**config.mk**
```make
export PLATFORM = sky130hd
export DESIGN_NAME = i2c_mmio_ctrl
export DESIGN_NICKNAME = d
export VERILOG_FILES = /design/src/rtl/i2c_mmio_ctrl.sv
export SDC_FILE = /design/constraint.sdc
export NUM_CORES = 1
export LEC_CHECK = 0
export ABC_AREA = 1
export CAP_MARGIN = 20
export CORE_ASPECT_RATIO = 1.1
export CORE_MARGIN = 2
export CORE_UTILIZATION = 30
export DETAILED_ROUTE_END_ITERATION = 12
export HOLD_SLACK_MARGIN = 0.05
export MAX_ROUTING_LAYER = met4
export SLEW_MARGIN = 40
export SYNTH_ARGS = -nofsm -noshare
export SYNTH_HDL_FRONTEND = slang
export SYNTH_SLANG_ARGS = --single-unit
```
**constraint.sdc**
```tcl
create_clock -name i_clk -period 1.39 [get_ports i_clk]
set_input_delay 0.278 -clock i_clk [delete_from_list [all_inputs] [get_ports i_clk]]
set_output_delay 0.278 -clock i_clk [all_outputs]
set_load 0.005 [all_outputs]
```
**src/rtl/i2c_mmio_ctrl.sv**
```systemverilog
// i2c_mmio_ctrl: MMIO command front end that drives the i2c_master enable/busy handshake
module i2c_mmio_ctrl #(
  parameter int          TIMEOUT_CYCLES = 1024,
  parameter logic [15:0] DIV_RESET      = 16'hFFFF
) (
  input  logic        i_clk,
  input  logic        i_rst_n,
  input  logic [2:0]  i_mmio_addr,
  input  logic [31:0] i_mmio_wdata,
  input  logic        i_mmio_we,
  output logic [31:0] o_mmio_rdata,
  output logic        o_enable,
  output logic        o_rw,
  output logic [7:0]  o_mosi_data,
  output logic [7:0]  o_reg_addr,
  output logic [6:0]  o_device_addr,
  output logic [15:0] o_divider,
  input  logic [7:0]  i_miso_data,
  input  logic        i_busy,
  output logic        o_irq
);
  localparam int CW = $clog2(TIMEOUT_CYCLES) + 1;
  typedef enum logic [1:0] {S_IDLE, S_WAIT_FREE, S_LAUNCH, S_WAIT_DONE} state_t;
  state_t        state_q;
  logic          irq_en_q, rw_q, active_q, done_q, err_q, ovr_q;
  logic          enable_q, rw_out_q;
  logic [6:0]    dev_q, dev_out_q;
  logic [7:0]    reg_q, reg_out_q, tx_q, tx_out_q, rx_q;
  logic [15:0]   div_q, div_out_q;
  logic [CW-1:0] ctr_q;
  logic          wr_ctrl, go, clr, unused_wdata;
  assign wr_ctrl       = i_mmio_we && i_mmio_addr == 3'd0;
  assign go            = wr_ctrl && i_mmio_wdata[0];
  assign clr           = wr_ctrl && i_mmio_wdata[3];
  assign unused_wdata  = ^i_mmio_wdata[31:16];
  assign o_enable      = enable_q;
  assign o_rw          = rw_out_q;
  assign o_mosi_data   = tx_out_q;
  assign o_reg_addr    = reg_out_q;
  assign o_device_addr = dev_out_q;
  assign o_divider     = div_out_q;
  assign o_irq         = done_q & irq_en_q;
  always_comb begin
    o_mmio_rdata = '0;
    case (i_mmio_addr)
      3'd0: o_mmio_rdata[2:1] = {irq_en_q, rw_q};
      3'd1: o_mmio_rdata[3:0] = {ovr_q, err_q, done_q, active_q};
      3'd2: o_mmio_rdata[6:0] = dev_q;
      3'd3: o_mmio_rdata[7:0] = reg_q;
      3'd4: o_mmio_rdata[7:0] = tx_q;
      3'd5: o_mmio_rdata[7:0] = rx_q;
      3'd6: o_mmio_rdata[15:0] = div_q;
      default: ;
    endcase
  end
  // Later assignments win: CLR, then overrun, then FSM completion/launch.
  always_ff @(posedge i_clk) begin
    if (!i_rst_n) begin
      state_q   <= S_IDLE;
      irq_en_q  <= 1'b0;
      rw_q      <= 1'b0;
      active_q  <= 1'b0;
      done_q    <= 1'b0;
      err_q     <= 1'b0;
      ovr_q     <= 1'b0;
      enable_q  <= 1'b0;
      rw_out_q  <= 1'b0;
      dev_q     <= '0;
      dev_out_q <= '0;
      reg_q     <= '0;
      reg_out_q <= '0;
      tx_q      <= '0;
      tx_out_q  <= '0;
      rx_q      <= '0;
      div_q     <= DIV_RESET;
      div_out_q <= DIV_RESET;
      ctr_q     <= '0;
    end else begin
      if (i_mmio_we)
        case (i_mmio_addr)
          3'd0: {irq_en_q, rw_q} <= i_mmio_wdata[2:1];
          3'd2: dev_q <= i_mmio_wdata[6:0];
          3'd3: reg_q <= i_mmio_wdata[7:0];
          3'd4: tx_q <= i_mmio_wdata[7:0];
          3'd6: div_q <= i_mmio_wdata[15:0];
          default: ;
        endcase
      if (clr) begin
        done_q <= 1'b0;
        err_q  <= 1'b0;
        ovr_q  <= 1'b0;
      end
      if (go && active_q) ovr_q <= 1'b1;
      case (state_q)
        S_IDLE:
          if (go) begin
            done_q    <= 1'b0;
            err_q     <= 1'b0;
            active_q  <= 1'b1;
            dev_out_q <= dev_q;
            reg_out_q <= reg_q;
            tx_out_q  <= tx_q;
            div_out_q <= div_q;
            rw_out_q  <= i_mmio_wdata[1];
            state_q   <= S_WAIT_FREE;
          end
        S_WAIT_FREE:
          if (!i_busy) begin
            enable_q <= 1'b1;
            ctr_q    <= '0;
            state_q  <= S_LAUNCH;
          end
        S_LAUNCH:
          if (i_busy) begin
            enable_q <= 1'b0;
            state_q  <= S_WAIT_DONE;
          end else if (ctr_q == CW'(TIMEOUT_CYCLES - 1)) begin
            enable_q <= 1'b0;
            err_q    <= 1'b1;
            done_q   <= 1'b1;
            active_q <= 1'b0;
            state_q  <= S_IDLE;
          end else ctr_q <= ctr_q + 1'b1;
        S_WAIT_DONE:
          if (!i_busy) begin
            if (rw_out_q) rx_q <= i_miso_data;
            done_q   <= 1'b1;
            active_q <= 1'b0;
            state_q  <= S_IDLE;
          end
      endcase
    end
  end
endmodule

```
==> impl_metrics.ini, run 1 <==
[finish]
area_growth_pct = 54.63
nFillCells = 1518
nets = 836
final_common_cell = nand2_1
antenna_cells = 0
drive_above_1_share_pct = 35.06
layout_common_cells = 94 x nand2_1, 87 x buf_4, 78 x dfxtp_1
utilization_pct = 47.07

[setup_path]
cp-end-kind = output pin
cp-endpoint = o_mmio_rdata[3]
critPathMaxFanout = 2
worst_r2r_path_depth = 9
setup.worst_path.start = tx_q[3]
worstReg2RegStart = ctr_q[0]
required_ns = 1.11
path_class = register to output pin
r2r-end = ctr_q[1]
crit_arrival_ns = 1.28
r2r_slack_ns = -0.02
start_kind = register

[drt]
vias_per_cell = 4.607
wl_per_cell_um = 14.49
drc = 0
ant_nets = 0
routed_wl_um = 14330
initialDrtViolationCount = 221
first_pass_iters = 4
vias = 4556

[global_route]
grt_pass1_vias = 4215
grt_use_total_pct = 17.62
grt_max_degree = 42
grt-ovfl-total = 0
antenna_found_initial = 0
grt_first_pass_wirelength_um = 21490

[place]
dpl.hpwl_um = 9959
numPortBuffers = 88
gp_congestion = 0.9250

[sta]
finClkSkew_ns = 0.009736
min_period_over_period_pct = 112.3
tns_ns = -1.030
fin_crit_ns = 1.561
whs_ns = 0.3530
fmax_ghz = 0.6407
rsz0062_at_grt = yes
finalSetupViolCount = 12
setup_slack_ns = -0.1708
finalMaxSlewViolations = 0
finalHoldViolCount = 0

[yosys]
seq_area_frac_synth_pct = 46.93
synthDistinctLibCells = 35
synth_top_area_share_pct = 46.93
synth-seq-cells = 107
synthTopCellsByArea = dfxtp_1 47%, nand2_1 9.0%, nor2_1 7.1%
synth_warnings = 0
avgSynthCellArea_um2 = 7.544
yosys.area.top_type = dfxtp_1
netlist_area_mm2 = 0.004564
syn-instance-count = 605

[floorplan]
die_w_um = 121.6
core_area_mm2 = 0.01500
start_util_pct = 30.44
die_h_um = 133.4
io_pins = 121
die-area_mm2 = 0.01622
num_rows = 47

[clock_tree]
holdBufCountCts = 0
htreeDepth = 3
clock_latency_ns = 0.36
clkTransAtPathRegs_ns = 0.07
cts_buffers = 9
cts-root-to-sink-buffers = 2
cts_sinks = 107
cts_tree = done
cts_root_buffer = clkbuf_16

[power_and_ir_drop]
p_per_area_mw_per_mm2 = 916.5
ir_worst_vdd_mv = 0.5127
p_leak_nw = 3.233

[run]
drv_cap = 0

[status]
outcome = finished, violations left
violations = negative setup slack

[hold_path]
hold_path.class = input port to register
[sequential cells by signal (all words and copies together) (netlist names), 2 cells and up]
signal and cells:
o_mosi_data 8, div_q 16, tx_q 8, o_divider 16, o_device_addr 7, rx_q 8, o_reg_addr 8, reg_q 8
dev_q 7, state_q 2, ctr_q 11
[per-layer routing]
layer | vias to the layer above | global-route usage (%) | routed length (um)
li1 | 2329 | - | -
met1 | 2074 | 21.17 | 6098
met2 | 121 | 28.68 | 7028
met3 | 32 | 3.467 | 703
met4 | 0 | 7.535 | 496
met5 | - | - | 0
[cell usage after synthesis (all sizes together)]
master / number
nand2: 116
dfxtp: 107
nor2: 92
o21ai: 71
inv: 55
a21oi: 52
nand3: 40
buf: 31
o211ai: 11
clkbuf: 10
nand4: 5
a22oi: 2
and3: 2
o2111ai: 2
xor2: 2
a211oi: 1
a221oi: 1
conb: 1
ha: 1
o2111a: 1
o221ai: 1
o22ai: 1
[timing repair]
item	CTS	global route
gates cloned	1	3
buffers inserted	16	9
endpoints found under the hold margin	0	0
setup endpoints to repair	142	80
resized for setup	201	98
pin swaps	21	21
[area by class of cell]
type	instances	area [um2]	area share (%)
Sequential cell	107	2181	30.90
Multi-Input combinational cell	418	2367	33.54
Tap cell	196	245.2	3.475
Clock inverter	5	37.54	0.5318
Inverter	55	255.2	3.616
Clock buffer	11	232.7	3.297
Timing Repair Buffer	197	1739	24.64
[worst max-delay path, cell delays in order, from the launching register on]
cell and delay, ns:
dfxtp_1 0.32, inv_2 0.06, o21ai_1 0.06, a21oi_1 0.17, nand4_1 0.16, buf_2 0.16
[power breakdown]
group | internal (mW) | total (mW) | leakage, nW | switching [mW]
Sequential | 3.14 | 3.19 | 0.878 | 0.0455
Clock | 1.23 | 2.42 | 0.127 | 1.19
Combinational | 0.409 | 0.862 | 2.23 | 0.453
[logic make-up (layout without fill, tap and decap cells)]
family | Yosys count | after routing | share of synthesized area [%]
AOI/OAI and AO/OA | 143 | 143 | 17.90
xor gates and xnor gates | 2 | 2 | 0.3838
adders and majority gates | 1 | 1 | 0.2741
buffers and inverters | 96 | 268 | 10.36
DFF | 107 | 107 | 46.93
other | 1 | 16 | 0.08216
and+or+nand+nor | 255 | 256 | 24.07
[worst min path at each step]
| stage | from | end | slack (ns) | cells past startpoint |
|---|---|---|---|---|
| global route | i_rst_n | ctr_q[9] | 0.37 | 4 |
| floorplan | i_mmio_wdata[8] | div_q[8] | 0.40 | 2 |
| global placement | o_divider[14] | o_divider[14] | 0.45 | 2 |
| detailed placement | o_divider[8] | o_divider[8] | 0.45 | 2 |
| finish | i_rst_n | ctr_q[9] | 0.35 | 4 |
| CTS | i_rst_n | ctr_q[9] | 0.33 | 4 |
[stage by stage]
stage	setup slack [ns]	instance area, um2	total power, mW	cells
after floorplan	0.002959	4623	3.578	620
final	-0.1708	7058	6.469	989
after global routing	-0.2259	7058	6.736	989
after CTS	-0.1857	6706	6.441	979
after detailed placement	-0.9846	6158	3.971	947
after global placement	-0.9671	6158	3.973	947
(Power assumes the default switching activity.)
==> inputs of run 2 (changes only) <==
--- a/config.mk
+++ b/config.mk
@@ -5,14 +5,15 @@
 export SDC_FILE = /design/constraint.sdc
 export NUM_CORES = 1
 export LEC_CHECK = 0
-export ABC_AREA = 1
+export ABC_AREA = 0
 export CAP_MARGIN = 20
 export CORE_ASPECT_RATIO = 1.1
-export CORE_MARGIN = 2
-export CORE_UTILIZATION = 30
+export CORE_MARGIN = 5
+export CORE_UTILIZATION = 44
 export DETAILED_ROUTE_END_ITERATION = 12
 export HOLD_SLACK_MARGIN = 0.05
 export MAX_ROUTING_LAYER = met4
+export PLACE_DENSITY = 0.76
 export SLEW_MARGIN = 40
 export SYNTH_ARGS = -nofsm -noshare
 export SYNTH_HDL_FRONTEND = slang
==> run 2 against run 1 <==
The run still ends with negative setup slack left. Synthesized area grew 1.8%. Cell count decreased by 5.0%. Core utilization grew 34 points. Worst hold slack better by 0.10 ns. Critical path depth decreased by 2. Cell area rose by 18%. Sequential power about the same. Count of clock-buffer cells in the layout unchanged. Largest cell class unchanged.
==> impl_metrics.ini, run 2 <==
[setup_path]
max_stage_delay_ns = 0.48
r2r_slack_ns = -0.19
start_kind = register
path_delay_family = multiplexers
crit_arrival_ns = 1.60
path_class = register to output pin
path_buf_inv = 1
required_ns = 1.11
cp-end-kind = output pin
path_cells = mux4_2 -> mux2_4 -> buf_6
critPathMaxFanout = 2
crit_cells = 3
crit_path_top_delay_cell = mux4_2
worst_r2r_path_depth = 6

[floorplan]
die_w_um = 108.0
io_pins = 121
core_area_mm2 = 0.01034
start_util_pct = 44.91
die-area_mm2 = 0.01272
num_rows = 39
die_h_um = 117.8

[finish]
antenna_cells = 0
area_growth_pct = 79.75
layout_common_cells = 107 x buf_4, 98 x nand2_1, 75 x dfxtp_1
nets = 840
utilization_pct = 80.72
final_common_cell = buf_4
fin_cells = 940
drive_above_1_share_pct = 51.57

[hold_path]
hold_path.class = register to register
hold_depth = 2

[yosys]
synth_compound_area_share_pct = 12.17
seq_area_frac_synth_pct = 46.11
yosys.area.top_type = dfxtp_1
synth_top_area_share_pct = 46.11
synth_xor_area_share_pct = 0.5386
synthDistinctLibCells = 54
netlist_top_cells_count = 177 x nand2_1, 107 x dfxtp_1, 60 x a21oi_1
netlist_area_mm2 = 0.004646
synthAdderAreaFrac_pct = 0.2693
synth_top_family_by_area = simple AND/OR/NAND/NOR gates
synthArstFlopShare_pct = 0
ys.flop_type = dfxtp_1
synth_warnings = 0
synth-edff-count = 0
yosys.area_share.simple_pct = 29.25
synth-seq-cells = 107
synthTopCellsByArea = dfxtp_1 46%, nand2_1 14%, a21oi_1 6.5%
synthMuxAreaShare_pct = 5.602
synth.most_common_cell = nand2_1
syn-instance-count = 574
avgSynthCellArea_um2 = 8.094

[sta]
fin_crit_ns = 1.879
tns_ns = -8.259
min_period_over_period_pct = 135.2
rsz0062_at_grt = yes
finalMaxSlewViolations = 0
tightestPinTransition_ns = 0.5088
finalSetupViolCount = 70
finClkSkew_ns = 0.009764
timing.slew.headroom_pct = 65.97
setup_slack_ns = -0.4889
whs_ns = 0.4575
finalHoldViolCount = 0
fmax_ghz = 0.5322

[place]
placedCellCount = 882
place_ws_ns = -1.029
gp_congestion = 0.9006
dpl.hpwl_um = 10370
numPortBuffers = 88

[drt]
ant_nets = 0
vias = 5168
wl_per_cell_um = 19.74
initialDrtViolationCount = 409
vias_per_cell = 5.498
drc = 0
routed_wl_um = 18550
first_pass_iters = 5

[power_and_ir_drop]
ir_worst_vdd_mv = 0.6963
p_leak_nw = 3.724
p_per_area_mw_per_mm2 = 803.8

[global_route]
grt_max_degree = 41
grt_use_total_pct = 27.32
grt-ovfl-total = 0
grt_pass1_vias = 5150
antenna_found_initial = 0
grt_first_pass_wirelength_um = 26440

[clock_tree]
htreeDepth = 3
cts_buffers = 9
cts_root_buffer = clkbuf_16
clkTransAtPathRegs_ns = 0.08
holdBufCountCts = 0
clock_latency_ns = 0.36
cts_sinks = 107
cts_tree = done
cts-root-to-sink-buffers = 2

[status]
outcome = finished, violations left
violations = negative setup slack

[run]
drv_cap = 0
## run 2: final cells by class
type	instances	area (um2)
fill	619	1994
tap	143	178.9
timing repair buffer	244	2396
multi-input combinational	429	3287
sequential	107	2190
clock buffer	11	232.7
inverter	1	3.754
clock inverter	5	62.56
## run 2: timing repair
item	CTS	global route
pin swaps	84	79
gates resized for setup	366	117
setup endpoints to repair	163	118
cloned	9	4
buffers inserted	27	14
## run 2: metal layers
metal / vias to the layer above / share of wire (%) / track usage, %
met2: 228 / 50 / 45.68
met3: 80 / 6.8 / 6.199
met1: 2494 / 38 / 31.02
met4: 0 / 5.0 / 11.92
met5: - / 0 / -
li1: 2366 / - / -
## run 2: per-stage QoR
step	cell area (um2)	power [mW]
after floorplan	4770	3.518
after global placement	6422	3.860
after detailed placement	6422	3.868
after CTS	7864	6.584
after global routing	8351	6.901
final	8351	6.712
## run 2: worst min-delay path, delay by kind of cell (launching register included)
kind             cells  cell delay, ns
AO/OA/AOI/OAI        1            0.05
flip-flops           1            0.31
AND/OR/NAND/NOR      1            0.05
## run 2: worst paths after layout
path	startpoint	endpoint
min	o_device_addr[3]	o_device_addr[3]
max	div_q[2]	o_mmio_rdata[2]
min reg2reg	o_device_addr[3]	o_device_addr[3]
max reg2reg	ctr_q[1]	ctr_q[9]
## run 2: power by group
part / leakage (nW) / switching (mW) / internal (mW)
clock: 0.136 / 1.22 / 1.41
combinational: 2.71 / 0.443 / 0.479
sequential: 0.874 / 0.0499 / 3.11
total: 3.72 / 1.71 / 5.00
## run 2: logic make-up (layout without fill, tap and decap cells)
| family | count (synthesis) | count (layout) |
|---|---|---|
| AOI/OAI and AO/OA | 96 | 96 |
| xor gates and xnor gates | 2 | 2 |
| adders and majority gates | 1 | 1 |
| buffers and inverters | 53 | 261 |
| DFF | 107 | 107 |
| muxes | 23 | 23 |
| other | 1 | 16 |
| and+or+nand+nor | 291 | 291 |
==> inputs of run 3 (changes only) <==
--- a/config.mk
+++ b/config.mk
@@ -13,7 +13,7 @@
 export DETAILED_ROUTE_END_ITERATION = 12
 export HOLD_SLACK_MARGIN = 0.05
 export MAX_ROUTING_LAYER = met4
-export PLACE_DENSITY = 0.76
+export PLACE_DENSITY = 0.73
 export SLEW_MARGIN = 40
 export SYNTH_ARGS = -nofsm -noshare
 export SYNTH_HDL_FRONTEND = slang
==> constraint.sdc (replaced) <==
create_clock -name i_clk -period 1.8 [get_ports i_clk]
set_input_delay 0.36 -clock i_clk [delete_from_list [all_inputs] [get_ports i_clk]]
set_output_delay 0.36 -clock i_clk [all_outputs]
set_load 0.005 [all_outputs]
==> run 3 against run 2 <==
The run still ends with negative setup slack left. Via count is 16% lower. Clock skew is 0.0045 ns lower. Sequential share of layout area is 7.0 points higher. Core utilization is 18 points lower. Total power is 28% lower. Clock power is 27% lower. Flip-flop and latch count stayed put. Die area stayed put. Critical path type unchanged. Critical endpoint is now o_mmio_rdata[1]. Largest cell class unchanged.
==> impl_metrics.ini, run 3 (same netlist as run 2, synthesis figures left out) <==
[setup_path]
start_kind = register
required_ns = 1.44
cp-end-kind = output pin
path_delay_family = multiplexers
crit_path_top_delay_cell = mux4_2
critPathMaxFanout = 2
path_cells = mux4_2 -> mux2_4 -> buf_6
max_stage_delay_ns = 0.46
path_buf_inv = 1
crit_arrival_ns = 1.59
path_class = register to output pin

[finish]
final_common_cell = nand2_1
utilization_pct = 62.91
layout_common_cells = 177 x nand2_1, 93 x dfxtp_1, 72 x buf_4
drive_above_1_share_pct = 20.25
area_growth_pct = 40.08
fin_area_mm2 = 0.006507
nFillCells = 931
antenna_cells = 0
nets = 764

[global_route]
grt_use_total_pct = 22.05
grt_first_pass_wirelength_um = 21730
grt_pass1_vias = 4264
antenna_found_initial = 0
grt-ovfl-total = 0
grt_max_degree = 43

[place]
dpl.hpwl_um = 10060
numPortBuffers = 88
dpl_cell_area_mm2 = 0.006016
gp_congestion = 0.9145

[power_and_ir_drop]
p_leak_nw = 2.653
p_sw_share_pct = 24.61
switchingPower_mw = 1.194
combPwrFrac_pct = 10.2
ir_worst_vdd_mv = 0.4437
pwr-share-clk_pct = 39.5
internal_power_mw = 3.657
pwr-share-seq_pct = 50.3
p_per_area_mw_per_mm2 = 745.3

[clock_tree]
clkTransAtPathRegs_ns = 0.07
cts_tree = done
cts_buffers = 9
cts_root_buffer = clkbuf_16
htreeDepth = 3
cts-root-to-sink-buffers = 2
cts_sinks = 107
clock_latency_ns = 0.35

[status]
violations = negative setup slack
outcome = finished, violations left

[sta]
finalSetupViolCount = 2
finClkSkew_ns = 0.005290
min_period_over_period_pct = 108.2
fin_crit_ns = 1.948
finalMaxSlewViolations = 0
finalHoldViolCount = 0
fmax_ghz = 0.5134
rsz0062_at_grt = yes
setup_slack_ns = -0.1478

[drt]
vias_per_cell = 5.047
ant_nets = 0
routed_wl_um = 13740
drc = 0
vias = 4361
first_pass_iters = 4
initialDrtViolationCount = 196
wl_per_cell_um = 15.91

[floorplan]
die-area_mm2 = 0.01272
num_rows = 39
die_w_um = 108.0
die_h_um = 117.8
start_util_pct = 44.91
io_pins = 121
core_area_mm2 = 0.01034

[hold_path]
hold_path.class = register to register

[run]
drv_cap = 0
[run 3: cell types whose count changed in the layout (fill, tap and decap cells not counted), moves of 28 or more]
cell,previous run,this run
dlygate4sd2_1,43,6
buf_6,38,9
nand2_1,98,177
nand2_4,58,0
a21oi_2,29,1
a21oi_1,31,59
clkdlybuf4s50_1,25,68
buf_4,107,72
[run 3: power groups by stage]
stage,clock network (mW),registers (mW),logic [mW]
floorplan,0,2.48,0.230
global placement,0,2.49,0.454
detailed placement,0,2.49,0.458
CTS,1.96,2.44,0.473
global route,2.07,2.44,0.536
finish,1.91,2.44,0.497
[run 3: worst paths after layout]
check | start | end | slack, ns | depth (start not counted)
max | reg_q[1] | o_mmio_rdata[1] | -0.15 | 3
min | o_device_addr[2] | o_device_addr[2] | 0.45 | 2
max reg2reg | ctr_q[0] | ctr_q[8] | 0.08 | 5
min reg2reg | o_device_addr[2] | o_device_addr[2] | 0.45 | 2
[run 3: what timing repair did]
action                     CTS  global route
hold endpoints to repair     0             0
setup endpoints to repair   59            18
buffers inserted             9             4
resized for setup           73            28
hold buffers                 0             0
pin swaps                    3             4
[run 3: per-layer routing]
layer | share of wire [%] | up-vias | GRT usage [%]
met5 | 0 | - | -
met4 | 1.8 | 0 | 7.814
li1 | - | 2204 | -
met3 | 5.0 | 19 | 2.907
met2 | 50 | 114 | 35.93
met1 | 43 | 2024 | 27.95
[run 3: final cells by class]
cell class / instances / area [um2] / share of cell area (%)
clock buffers: 10 / 239.0 / 3.672
clock inverters: 6 / 47.55 / 0.7306
inverters: 1 / 3.754 / 0.05768
multi-input cells: 429 / 2357 / 36.22
flip-flops and latches: 107 / 2160 / 33.19
well taps: 143 / 178.9 / 2.749
repair buffers: 168 / 1521 / 23.38
[run 3: through the flow]
step | total power, mW | hold WS [ns] | std cells | TNS (ns) | setup WS [ns]
after floorplan | 2.708 | 0.4360 | 589 | 0 | 0.01329
after global placement | 2.946 | 0.4434 | 835 | -39.97 | -0.8609
after detailed placement | 2.951 | 0.4459 | 835 | -42.17 | -0.8618
after CTS | 4.873 | 0.4562 | 860 | -0.4160 | -0.1512
after global routing | 5.048 | 0.4733 | 864 | -0.3854 | -0.1766
final | 4.850 | 0.4550 | 864 | -0.2759 | -0.1478
[run 3: worst reg2reg max path: cells and delay by family (launching register included)]
kind | cells | cell delay, ns
and+or+nand+nor | 3 | 0.90
DFF | 1 | 0.40
adders and majority gates | 1 | 0.23
AOI/OAI and AO/OA | 1 | 0.14
==> edit (config.mk and constraints of run 2) <==
Register the inputs `i_mmio_addr`, `i_mmio_wdata`, `i_mmio_we`, `i_miso_data` and `i_busy` before use. The logic sees them one clock later.
--- a/src/rtl/i2c_mmio_ctrl.sv
+++ b/src/rtl/i2c_mmio_ctrl.sv
@@ -23,2 +23,17 @@
   typedef enum logic [1:0] {S_IDLE, S_WAIT_FREE, S_LAUNCH, S_WAIT_DONE} state_t;
+
+  logic [2:0] i_mmio_addr_q;
+  logic [31:0] i_mmio_wdata_q;
+  logic i_mmio_we_q;
+  logic [7:0] i_miso_data_q;
+  logic i_busy_q;
+
+  always_ff @(posedge i_clk) begin
+    i_mmio_addr_q  <= i_mmio_addr;
+    i_mmio_wdata_q <= i_mmio_wdata;
+    i_mmio_we_q    <= i_mmio_we;
+    i_miso_data_q  <= i_miso_data;
+    i_busy_q       <= i_busy;
+  end
+
   state_t        state_q;
@@ -31,6 +46,6 @@
   logic          wr_ctrl, go, clr, unused_wdata;
-  assign wr_ctrl       = i_mmio_we && i_mmio_addr == 3'd0;
-  assign go            = wr_ctrl && i_mmio_wdata[0];
-  assign clr           = wr_ctrl && i_mmio_wdata[3];
-  assign unused_wdata  = ^i_mmio_wdata[31:16];
+  assign wr_ctrl       = i_mmio_we_q && i_mmio_addr_q == 3'd0;
+  assign go            = wr_ctrl && i_mmio_wdata_q[0];
+  assign clr           = wr_ctrl && i_mmio_wdata_q[3];
+  assign unused_wdata  = ^i_mmio_wdata_q[31:16];
   assign o_enable      = enable_q;
@@ -44,3 +59,3 @@
     o_mmio_rdata = '0;
-    case (i_mmio_addr)
+    case (i_mmio_addr_q)
       3'd0: o_mmio_rdata[2:1] = {irq_en_q, rw_q};
@@ -78,9 +93,9 @@
     end else begin
-      if (i_mmio_we)
-        case (i_mmio_addr)
-          3'd0: {irq_en_q, rw_q} <= i_mmio_wdata[2:1];
-          3'd2: dev_q <= i_mmio_wdata[6:0];
-          3'd3: reg_q <= i_mmio_wdata[7:0];
-          3'd4: tx_q <= i_mmio_wdata[7:0];
-          3'd6: div_q <= i_mmio_wdata[15:0];
+      if (i_mmio_we_q)
+        case (i_mmio_addr_q)
+          3'd0: {irq_en_q, rw_q} <= i_mmio_wdata_q[2:1];
+          3'd2: dev_q <= i_mmio_wdata_q[6:0];
+          3'd3: reg_q <= i_mmio_wdata_q[7:0];
+          3'd4: tx_q <= i_mmio_wdata_q[7:0];
+          3'd6: div_q <= i_mmio_wdata_q[15:0];
           default: ;
@@ -103,3 +118,3 @@
             div_out_q <= div_q;
-            rw_out_q  <= i_mmio_wdata[1];
+            rw_out_q  <= i_mmio_wdata_q[1];
             state_q   <= S_WAIT_FREE;
@@ -107,3 +122,3 @@
         S_WAIT_FREE:
-          if (!i_busy) begin
+          if (!i_busy_q) begin
             enable_q <= 1'b1;
@@ -113,3 +128,3 @@
         S_LAUNCH:
-          if (i_busy) begin
+          if (i_busy_q) begin
             enable_q <= 1'b0;
@@ -124,4 +139,4 @@
         S_WAIT_DONE:
-          if (!i_busy) begin
-            if (rw_out_q) rx_q <= i_miso_data;
+          if (!i_busy_q) begin
+            if (rw_out_q) rx_q <= i_miso_data_q;
             done_q   <= 1'b1;
Behaviour: not the same (Yosys sat finds a counterexample within 4 cycles, from zero or initial values and one cycle with i_rst_n low).
==> edit against run 2 <==
The flow still finishes with violations (setup timing). Synthesized cell count rose by 3.5%. Count of clock-buffer cells in the layout is 9 higher. Sequential cell count grew 29. Setup slack worse by 0.27 ns. Synthesized area grew 15%. Final area rose by 15%. Non-clock buffer count fell by 9. Via count rose by 10%. Routed wire length increased by 21%. Clock skew up 0.0061 ns. Critical endpoint is now o_mmio_rdata[3]. Largest cell class unchanged.
Power is not compared: it rests on default switching activity, and its combinational part moved more than twofold at a synthesized area within 25%.
==> edit: results (changes against run 2) <==
status: "complete, but fails checks"
violations: "setup timing"
final_cells: 980  # +4.3%
cp_max_fo: 4  # +2
setup_tns_ns: -42.68  # -34.42 ns
path_clk_slew_ns: 0.06  # -0.02 ns
reg2reg_to: "o_rw"
min_to: "i_miso_data_q[5]"
dpl.cell_count: 894  # +1.4%
holdPathStages: 1  # -1
worst_slack_ns: -0.763  # -0.274 ns
post_drt_wl_per_cell_um: 22.9  # +16%
htree_levels: 4  # +1
drive_gt1_frac: 0.552  # +0.0364
hold_class: "in2reg"
ys_types: 53  # -1.9%
gp_congestion: 0.965  # +7.1%
setup_viol: 116  # +66%
nets: 865  # +3.0%
rrSetupSlack_ns: -0.60  # -0.41 ns
vias_per_cell: 5.83  # +6.0%
reg2regPathDepth: 9  # +3
regToRegStartpoint: "i_mmio_addr_q[2]"
holdWs_ns: 0.286  # -0.171 ns
synth.area.top_cells: "dfxtp_1, nand2_1, mux2i_1, a21oi_1, nand3_1"
synthTopCellsByCount: "nand2_1, dfxtp_1, a21oi_1"
clock_skew_ns: 0.0159  # +0.00613 ns
gr-usage-all-layers: 0.281  # +0.00795
ys_seq_area_frac: 0.508  # +0.0473
[edit: kinds of logic after synthesis]
group	after synthesis	synth area share
AOI/OAI and AO/OA	87	0.104
adders and majority gates	5	0.0117
buffers and inverters	58	0.0626
DFF	136	0.508
muxes	39	0.0785
other	1	0.000700
and+or+nand+nor	268	0.234
[edit: layout make-up]
type / instances / area, sq um
Clock buffer: 20 / 478
Clock inverter: 12 / 160
Fill cell: 636 / 2390
Inverter: 7 / 28.8
Multi-Input combinational cell: 416 / 3570
Sequential cell: 136 / 2760
Tap cell: 154 / 193
Timing Repair Buffer: 235 / 2410
[edit: per-layer routing]
metal	vias to the layer above	track usage	routed length, um
met2	384	0.468	11000
met1	2738	0.305	8140
met4	0	0.149	1740
met3	148	0.0729	1600
li1	2440	-	-
met5	-	-	0
[edit: power breakdown]
part	leakage, nW	total [mW]	internal [mW]	switching (mW)
Clock	0.309	4.85	3.04	1.81
Sequential	1.12	4.22	4.05	0.174
Combinational	2.85	1.90	0.962	0.933
Total	4.28	11.0	8.05	2.92
[edit: worst max-delay path by stage]
stage / end / slack [ns] / start / depth (start not counted)
2_1_floorplan: state_q[1] / -0.15 / i_mmio_addr_q[2] / 5
4_1_cts: o_mmio_rdata[2] / -0.62 / i_mmio_addr_q[0] / 3
3_3_place_gp: o_mmio_rdata[3] / -0.59 / i_mmio_addr_q[2] / 6
3_5_place_dp: o_mmio_rdata[2] / -0.63 / i_mmio_addr_q[2] / 5
5_1_grt: o_mmio_rdata[3] / -0.76 / i_mmio_addr_q[2] / 7
6_report: o_mmio_rdata[3] / -0.76 / i_mmio_addr_q[2] / 7
[edit: timing repair]
action	CTS	global route
cloned	11	3
buffers inserted	37	18
gates resized for setup	356	175
pin swaps	109	83
endpoints found under the setup margin	164	123
